## config.mk

```make
export PLATFORM = sky130hd
export DESIGN_NAME = apb_rr_master
export DESIGN_NICKNAME = d
export VERILOG_FILES = /design/src/rtl/apb_rr_master.sv
export SDC_FILE = /design/constraint.sdc
export NUM_CORES = 1
export LEC_CHECK = 0
export ABC_AREA = 0
export BUFFER_PORTS_ARGS = -buffer_cell sky130_fd_sc_hd__buf_4
export CORE_ASPECT_RATIO = 0.75
export CORE_MARGIN = 2
export CORE_UTILIZATION = 39
export CTS_BUF_LIST = sky130_fd_sc_hd__clkbuf_8 sky130_fd_sc_hd__clkbuf_16
export DETAILED_ROUTE_END_ITERATION = 8
export PLACE_DENSITY_LB_ADDON = 0.2
export SKIP_LAST_GASP = 1
export SYNTH_ARGS = -nofsm -noshare
export SYNTH_HDL_FRONTEND = slang
export SYNTH_SLANG_ARGS = --single-unit
```

## constraint.sdc

```tcl
create_clock -name PCLK -period 1.3 [get_ports PCLK]
set_input_delay 0 -clock PCLK [delete_from_list [all_inputs] [get_ports PCLK]]
set_output_delay 0 -clock PCLK [all_outputs]
set_load 0.03 [all_outputs]
```

## src/rtl/apb_rr_master.sv

```systemverilog
// Two-requester APB master: round-robin grant in IDLE, then SETUP/ACCESS sequencing with one-cycle response.
// Optional ACCESS-phase timeout enabled by defining APB_TIMEOUT_EN.
module apb_rr_master #(
   parameter int ADDR_WIDTH     = 32,
   parameter int DATA_WIDTH     = 32,
   parameter int TIMEOUT_CYCLES = 16
) (
   input  logic                    PCLK,
   input  logic                    PRESETn,
   input  logic [1:0]              req_valid,
   output logic [1:0]              req_ready,
   input  logic [1:0]              req_write,
   input  logic [2*ADDR_WIDTH-1:0] req_addr,
   input  logic [2*DATA_WIDTH-1:0] req_wdata,
   output logic [1:0]              rsp_valid,
   output logic [DATA_WIDTH-1:0]   rsp_rdata,
   output logic                    rsp_err,
   output logic                    PSEL,
   output logic                    PENABLE,
   output logic                    PWRITE,
   output logic [ADDR_WIDTH-1:0]   PADDR,
   output logic [DATA_WIDTH-1:0]   PWDATA,
   input  logic                    PREADY,
   input  logic                    PSLVERR,
   input  logic [DATA_WIDTH-1:0]   PRDATA
);

   typedef enum logic [1:0] {IDLE = 2'd0, SETUP = 2'd1, ACCESS = 2'd2} state_t;

   state_t state, nstate;
   logic [1:0] grant;
   logic       gsel;
   logic       last_grant;
   logic       owner;
   logic       timeout;
   logic       done;
   logic       psel_d, penable_d;

   // Grant is gated by reset so req_ready drops the instant PRESETn falls.
   always_comb begin
      grant = 2'b00;
      if (state == IDLE && PRESETn) begin
         case (req_valid)
            2'b01:   grant = 2'b01;
            2'b10:   grant = 2'b10;
            2'b11:   grant = last_grant ? 2'b01 : 2'b10;
            default: grant = 2'b00;
         endcase
      end
   end

   assign req_ready = grant;
   assign gsel      = grant[1];

`ifdef APB_TIMEOUT_EN
   localparam int TW = $clog2(TIMEOUT_CYCLES + 1);
   logic [TW-1:0] wait_cnt;

   always_ff @(posedge PCLK or negedge PRESETn) begin
      if (!PRESETn)
         wait_cnt <= '0;
      else if (state == SETUP)
         wait_cnt <= '0;
      else if (state == ACCESS && !PREADY)
         wait_cnt <= wait_cnt + 1'b1;
   end

   // Fires on the TIMEOUT_CYCLES-th ACCESS cycle still lacking PREADY.
   assign timeout = (state == ACCESS) && !PREADY && (wait_cnt == TW'(TIMEOUT_CYCLES - 1));
`else
   assign timeout = 1'b0;
`endif

   assign done = (state == ACCESS) && (PREADY || timeout);

   // State register
   always_ff @(posedge PCLK or negedge PRESETn) begin
      if (!PRESETn) state <= IDLE;
      else          state <= nstate;
   end

   // Next-state logic
   always_comb begin
      nstate = state;
      case (state)
         IDLE:    if (grant != 2'b00) nstate = SETUP;
         SETUP:   nstate = ACCESS;
         ACCESS:  if (done) nstate = IDLE;
         default: nstate = IDLE;
      endcase
   end

   // Output logic: APB control for the upcoming cycle, registered below
   always_comb begin
      psel_d    = 1'b0;
      penable_d = 1'b0;
      case (nstate)
         SETUP:   psel_d = 1'b1;
         ACCESS:  begin psel_d = 1'b1; penable_d = 1'b1; end
         default: ;
      endcase
   end

   always_ff @(posedge PCLK or negedge PRESETn) begin
      if (!PRESETn) begin
         PSEL    <= 1'b0;
         PENABLE <= 1'b0;
      end else begin
         PSEL    <= psel_d;
         PENABLE <= penable_d;
      end
   end

   // Address/data registers double as the transfer latches; they hold through ACCESS.
   always_ff @(posedge PCLK or negedge PRESETn) begin
      if (!PRESETn) begin
         PADDR      <= '0;
         PWRITE     <= 1'b0;
         PWDATA     <= '0;
         owner      <= 1'b0;
         last_grant <= 1'b1;
      end else if (grant != 2'b00) begin
         PADDR      <= gsel ? req_addr[2*ADDR_WIDTH-1:ADDR_WIDTH] : req_addr[ADDR_WIDTH-1:0];
         PWRITE     <= req_write[gsel];
         PWDATA     <= req_write[gsel] ?
                       (gsel ? req_wdata[2*DATA_WIDTH-1:DATA_WIDTH] : req_wdata[DATA_WIDTH-1:0]) :
                       '0;
         owner      <= gsel;
         last_grant <= gsel;
      end
   end

   always_ff @(posedge PCLK or negedge PRESETn) begin
      if (!PRESETn) begin
         rsp_valid <= 2'b00;
         rsp_rdata <= '0;
         rsp_err   <= 1'b0;
      end else begin
         rsp_valid <= 2'b00;
         if (done) begin
            rsp_valid <= owner ? 2'b10 : 2'b01;
            rsp_rdata <= (PREADY && !PWRITE) ? PRDATA : '0;
            rsp_err   <= PREADY ? PSLVERR : 1'b1;
         end
      end
   end

endmodule

```

==> impl_results.md, run 1 <==
- Final Wtd Congestion: around 0.8
- CTS max path bufs: 2
- Reg power frac: a little under a third
- Int Pwr: roughly 10 mW
- Tcrit/Tclk final: 146%
- CTS Sinks: 106
- Post-synthesis cell type count: 24
- DRT iter0 DRCs: ~220
- Share of layout cells above drive strength 1: about 46%
- HPWL after detailed placement: approximately 9900 um
- Final slew viol count: 0
- Die W: approximately 130 um
- Relative slew slack: between 60% and 70%
- Post-Route WL: between 20000 and 25000 um
- Hold Crit Start: PREADY
- Mapped Cells: about 450
- Synth Flop Type: dfrtp_1
- FF+latch count, synth: 106
- R2R Setup Slk: -0.59 ns
- Clock Latency Late Sink: between 0.3 and 0.4 ns
- # DRC: 0
- Largest net degree at the start of global routing: 107
- Cts bufs inserted: 9
- Routed len/inst: 20.0 um
- Die Ht: just under 100 um
- Critical path, cell by cell: nor3b_4 > nand2_4 > buf_12 > clkbuf_16 > mux2i_2 > o21ai_1
- Worst VDD drop: roughly 1.1 mV
- Drt pass-1 iters: 5
- Initial antenna violation count: 2
- Sw frac: approximately 42%
- Root buf cell: clkbuf_16
- M1 WL: ~8000 um
- Met3 wire length: about 1700 um
- Worst Tran Pin Value: approximately 0.57 ns
- Die ar.: 12600 um2
- Hold Crit Depth: 3
- Total power: 17.3 mW
- Post-synthesis sequential area ratio: between 50 and 60%
- Endpoint class of the critical path: register
- Reg2Reg Depth: 6
- Std cell rows: 34
- RSZ-0062 raised after global routing: yes
- CP Launch Type: register
- Max Clk Rate: about 530 MHz
- Worst-path maximum fanout: 6
- Non-Filler Instances: roughly 1100
- Leak pwr: 5.01 nW
- Starting Density: approximately two fifths
- Fillcell total: around 540
- PD cells: roughly 1700 nW/um2
- Sw Pwr: 7.31 mW
- Post-DRT Antenna Nets: 0
- Worst hold path type: in -> reg
- Worst R2R Start: state[0]
- Synth top cells by count: dfrtp_1 (105), nand2_1 (101), mux2i_1 (64)
- WL met2: 11100 um
- Core area: 11500 um2
- Vias/cell: between 5 and 6
- Clk pwr share: between 10% and 20%
- Post-route setup slack: -0.593 ns
- CTS tree: yes
- Synth Area per Inst: around 10 um2
- Area leader, netlist: dfrtp_1
- GRT Overall Usage: between 20% and 30%
- Area growth from synthesis to layout: 118%
- Hold Vio Cnt, Final: 0
- Top Ports: approximately 270
- Share of total power in combinational logic: 52.5%
- Nets: around 1100
- Final Setup Violations: between 100 and 150
- Placement Setup Slack: -0.196 ns
- Critical Path Slowest Stage Cell: dfrtp_1
- Yosys top cell area share: between 50% and 60%
- Placed cells: around 870
- Skew final: about 0.010 ns
- RR Endpoint: PWDATA[2]
- Setup CP Type: reg -> reg
- Global-route wire length before repair: between 20000 and 30000 um
- GRT overflow: 0
- Worst hold slack: around 0.1 ns
- PortBufs: approximately 270
- Crit path arrival time: ~2.1 ns
- Number of global-route vias before repair: ~5600
- Required time worst endpoint: around 1.5 ns
- EDFF count, synth: 0
- CP peak stage delay: between 0.4 and 0.5 ns
- Top cells by area, synth: dfrtp_1 (57%), mux2i_1 (14%), nand2_1 (8.3%), o21ai_0 (3.9%), a21oi_1 (3.5%)
- CTS H-tree depth: 3
- Syn nets: slightly above 600
- Most common cell in the netlist: dfrtp_1
- Failing checks: setup timing
- Total number of vias: 5586
- Netlist Area Pre-Place: between 4000 and 5000 um2
- Ys Warns: 0
- Max cap viols: 0
- WHS Endpoint: state[1]
- Status: complete, but fails checks
- Post-synth ARST share: 100%
- Clock-pin slew on the worst setup and hold paths: 0.08 ns
- DR top layer: met4
- Tmin final: 1.89 ns
worst max-delay path by stage:
stage | startpoint | endpoint | depth (start not counted)
final | state[0] | PWDATA[2] | 6
after global routing | state[0] | PWDATA[2] | 6
after CTS | state[1] | req_ready[0] | 5
after detailed placement | state[0] | PWDATA[5] | 5
after global placement | state[0] | PADDR[1] | 5
after floorplan | state[0] | PADDR[20] | 6
worst max-delay path, delay by kind of cell (launching register included):
family,cells,cell delay (ns)
AND/OR/NAND/NOR,2,0.47
multiplexers,1,0.15
flip-flops,1,0.42
buffers and inverters,2,0.33
AO/OA/AOI/OAI,1,0.38
power by group through the flow:
stage,Combinational [mW],Clock [mW],Sequential [mW]
finish,9.06,2.76,5.45
detailed placement,7.24,0,5.35
global placement,7.11,0,5.30
CTS,8.13,2.78,5.31
global route,9.49,2.92,5.56
floorplan,1.70,0,7.71
what timing repair did:
action,in CTS,in global routing
endpoints found under the hold margin,203,0
resized for setup,58,102
setup buffers,8,9
hold buffers,164,0
gates cloned,9,12
pin swaps,10,13
setup endpoints to repair,95,105
stage by stage:
stage / util (%) / instance area (um2) / TNS [ns]
floorplan: - / 4620 / -4.14
global placement: 60.0 / 6910 / -8.03
detailed placement: 60.0 / 6910 / -12.59
CTS: 80.9 / 9330 / -15.70
global route: 86.6 / 9990 / -34.22
finish: 86.6 / 9990 / -28.33
layout by cell type (no fill, tap or decap), types with 5 or more instances in the layout:
cell type      instances
mux2i_2               14
buf_12                12
buf_16                 9
nor2_4                 7
o21ai_0                8
o21ai_1               34
nor2_1                17
clkbuf_16             19
mux2i_4                6
o21ai_2               22
dlygate4sd3_1        164
mux2i_1               44
buf_6                 13
nand2_1               95
a21oi_1               27
a21oi_2                5
buf_4                275
dfrtp_1              105
nor2_2                11
cell families after synthesis:
family / share of synthesized area, %
adder cells (fa/ha/maj): 0.273
AND/OR/NAND/NOR: 12.2
AO/OA/AOI/OAI: 11.0
buffers and inverters: 3.82
multiplexers: 14.7
flip-flops: 57.9
state kept, by name, summed over array words and instances (netlist names):
register,cells
PWDATA,32
state,2
rsp_rdata,32
owner,1
rsp_err,1
last_grant,1
PWRITE,1
PADDR,32
PENABLE,1
PSEL,1
rsp_valid,2
layer usage:
layer | global-route usage, % | vias to the layer above
met5 | 0 | -
met4 | 12.2 | 0
met3 | 8.11 | 92
met2 | 50.1 | 346
met1 | 33.6 | 2690
li1 | - | 2458
layout make-up:
cell class                      instances  area (um2)  share of cell area (%)
Inverter                                5        27.5                   0.276
Tap cell                              162         203                    2.03
Sequential cell                       106        2650                    26.6
Timing Repair Buffer                  487        4650                    46.6
Clock buffer                           10         239                    2.39
Antenna cell                            2        5.00                  0.0501
Multi-Input combinational cell        309        2150                    21.5
Clock inverter                          6        58.8                   0.589
Power figures use the tool's default switching activity.
==> run 2: changes to the inputs <==
- PLACE_DENSITY: not set -> 0.87
- PLACE_DENSITY_LB_ADDON: 0.2 -> not set
- SETUP_SLACK_MARGIN: not set -> 0.3
==> run 2 against run 1 <==
Compared with the run above: flip-flop and latch count did not move; sequential share of layout area is 0.90 points lower; register-to-register slack improved by 0.21 ns; setup slack better by 0.21 ns; clock skew up 0.0019 ns; global-route usage rose by 2.3 points; power is 5.6% higher; the flow still finishes with violations (setup timing); clock power is 4% lower; via count increased by 3.4%; cell count is 0.37% lower; highest routed layer unchanged; largest cell class unchanged; die area unchanged.
==> impl_results.md, run 2 (synthesis gave the netlist of run 1 again) <==
- Status: complete, but fails checks
- Failing checks: setup timing
- Max Clk Rate: 593 MHz
- Worst-path maximum fanout: 6
- Leak pwr: around 5 nW
- PortBufs: 271
- Final Setup Violations: between 100 and 150
- Routed len/inst: around 23 um
- Relative slew slack: slightly above 60%
- Gr busiest metal: met2
- Endpoint class of the critical path: register
- Critical path, cell by cell: nor3b_4 > buf_6 > nand2_8 > buf_12 > buf_16 > mux2i_2 > o21ai_1
- CTS tree: yes
- Std cell rows: 34
- CTS H-tree depth: 3
- Global-route met3 utilization: ~8.4%
- Clock Latency Late Sink: about 0.34 ns
- Global-route wire length before repair: 30700 um
- Final Wtd Congestion: 0.804
- Tcrit/Tclk final: 130%
- Setup CP Type: reg -> reg
- Tmin final: roughly 1.7 ns
- GRT overflow: 0
- Hold Vio Cnt, Final: 0
- Initial antenna violation count: 1
- Final slew viol count: 0
- Die ar.: around 13000 um2
- Required time worst endpoint: 1.52 ns
- RSZ-0062 raised after global routing: yes
- Fin Setup TNS: -26.44 ns
- Cts bufs inserted: 9
- Top Ports: between 200 and 300
- Post-DRT Antenna Nets: 0
- GRT Overall Usage: a little under a third
- Total power: about 18 mW
- # DRC: 0
- CP peak stage delay: just over 0.4 ns
- Crit path arrival time: between 1.5 and 2 ns
- PD cells: ~1800 nW/um2
- Post-Route WL: 24600 um
- Non-Filler Instances: 1083
- Vias/cell: around 5.3
- Met1 usage: 36.8%
- Starting Density: 39.7%
- Drt pass-1 iters: 5
- Max cap viols: 0
- Skew final: 0.0122 ns
- Worst hold path type: in -> reg
- Die W: between 100 and 150 um
- Commonest cells after routing, fill and taps aside: buf_4 (274), dlygate4sd3_1 (162), dfrtp_1 (104)
- Number of global-route vias before repair: about 6000
- Worst Tran Pin Value: ~0.57 ns
- CP Launch Type: register
- Worst VDD drop: between 0.8 and 0.9 mV
- Biggest regs: PADDR (32), PWDATA (32), rsp_rdata (32)
- Leading cell type in the layout, fill and taps excluded: buf_4
- Critical Path Slowest Stage Cell: dfrtp_1
- Die Ht: between 90 and 100 um
- Total number of vias: 5774
- Clock-pin slew on the worst setup and hold paths: about 0.070 ns
- Root buf cell: clkbuf_16
- HPWL after detailed placement: 10100 um
- Core area: 11500 um2
- Nets: around 1100
- Met2 usage: 53.6%
- Placed cells: a little under 900
- Share of layout cells above drive strength 1: between 50% and 60%
- Post-route setup slack: -0.385 ns
- Largest net degree at the start of global routing: approximately 110
- DRT iter0 DRCs: ~300
- CTS Sinks: between 100 and 150
- Area growth from synthesis to layout: 126%
- CTS max path bufs: 2
run 2: cell count changes in the layout (fill, tap and decap cells not counted), sizes merged:
| cell | previous run | this run |
|---|---|---|
| buf | 313 | 309 |
| inv | 5 | 7 |
| dlygate4sd3 | 164 | 162 |
| diode | 2 | 3 |
| bufinv | 1 | 0 |
| bufbuf | 0 | 2 |
| clkbuf | 20 | 18 |
run 2: path summary, 6_finish.rpt:
check                      startpoint            end  slack (ns)  cells past startpoint
max                          state[0]      PWDATA[1]       -0.39                      7
min                            PREADY       state[1]        0.11                      3
max reg2reg                  state[0]      PWDATA[1]       -0.39                      7
min reg2reg                     owner   rsp_valid[0]        0.44                      1
max in group asynchronous     PRESETn         PWRITE        0.45                      3
min in group asynchronous     PRESETn  rsp_rdata[19]        0.42                      3
run 2: power breakdown:
part	internal [mW]	switching [mW]	leakage (nW)
Clock	1.34	1.32	0.139
Combinational	4.24	5.70	3.54
Sequential	4.57	1.07	1.33
Total	10.2	8.09	5.01
run 2: critical path, delay by kind of cell (launching register included):
kind	cells	cell delay, ns
and+or+nand+nor	2	0.37
buffers and inverters	3	0.47
DFF	1	0.41
muxes	1	0.21
AOI/OAI and AO/OA	1	0.10
run 2: cell type report:
type                    count  area [um2]
multi-input cells         309        2600
flip-flops and latches    106        2660
well taps                 162         203
inverters                   5        27.5
repair buffers            482        4570
diodes                      3        7.51
clock buffers               9         225
fillers                   449        1190
clock inverters             7        58.8
run 2: through the flow:
| stage | util (%) | hold WS, ns | area (um2) | worst slack [ns] |
|---|---|---|---|---|
| after floorplan | - | -0.296 | 4690 | -0.0838 |
| after global placement | 59.8 | 0.149 | 6900 | -0.146 |
| after detailed placement | 59.8 | 0.158 | 6900 | -0.217 |
| after CTS | 80.3 | 0.0647 | 9260 | -0.268 |
| after global routing | 89.7 | 0.120 | 10300 | -0.456 |
| final | 89.7 | 0.109 | 10300 | -0.385 |
run 2: what timing repair did:
action	in CTS	in global routing
cloned	6	10
endpoints found under the hold margin	202	0
pin swaps	7	38
endpoints found under the setup margin	107	108
gates resized for setup	41	175
hold buffers	162	0
buffers inserted	12	5
run 2: metal layers:
metal | up-vias | wire length (um)
li1 | 2443 | -
met1 | 2818 | 8950
met2 | 421 | 12400
met3 | 92 | 2140
met4 | 0 | 1100
met5 | - | 0
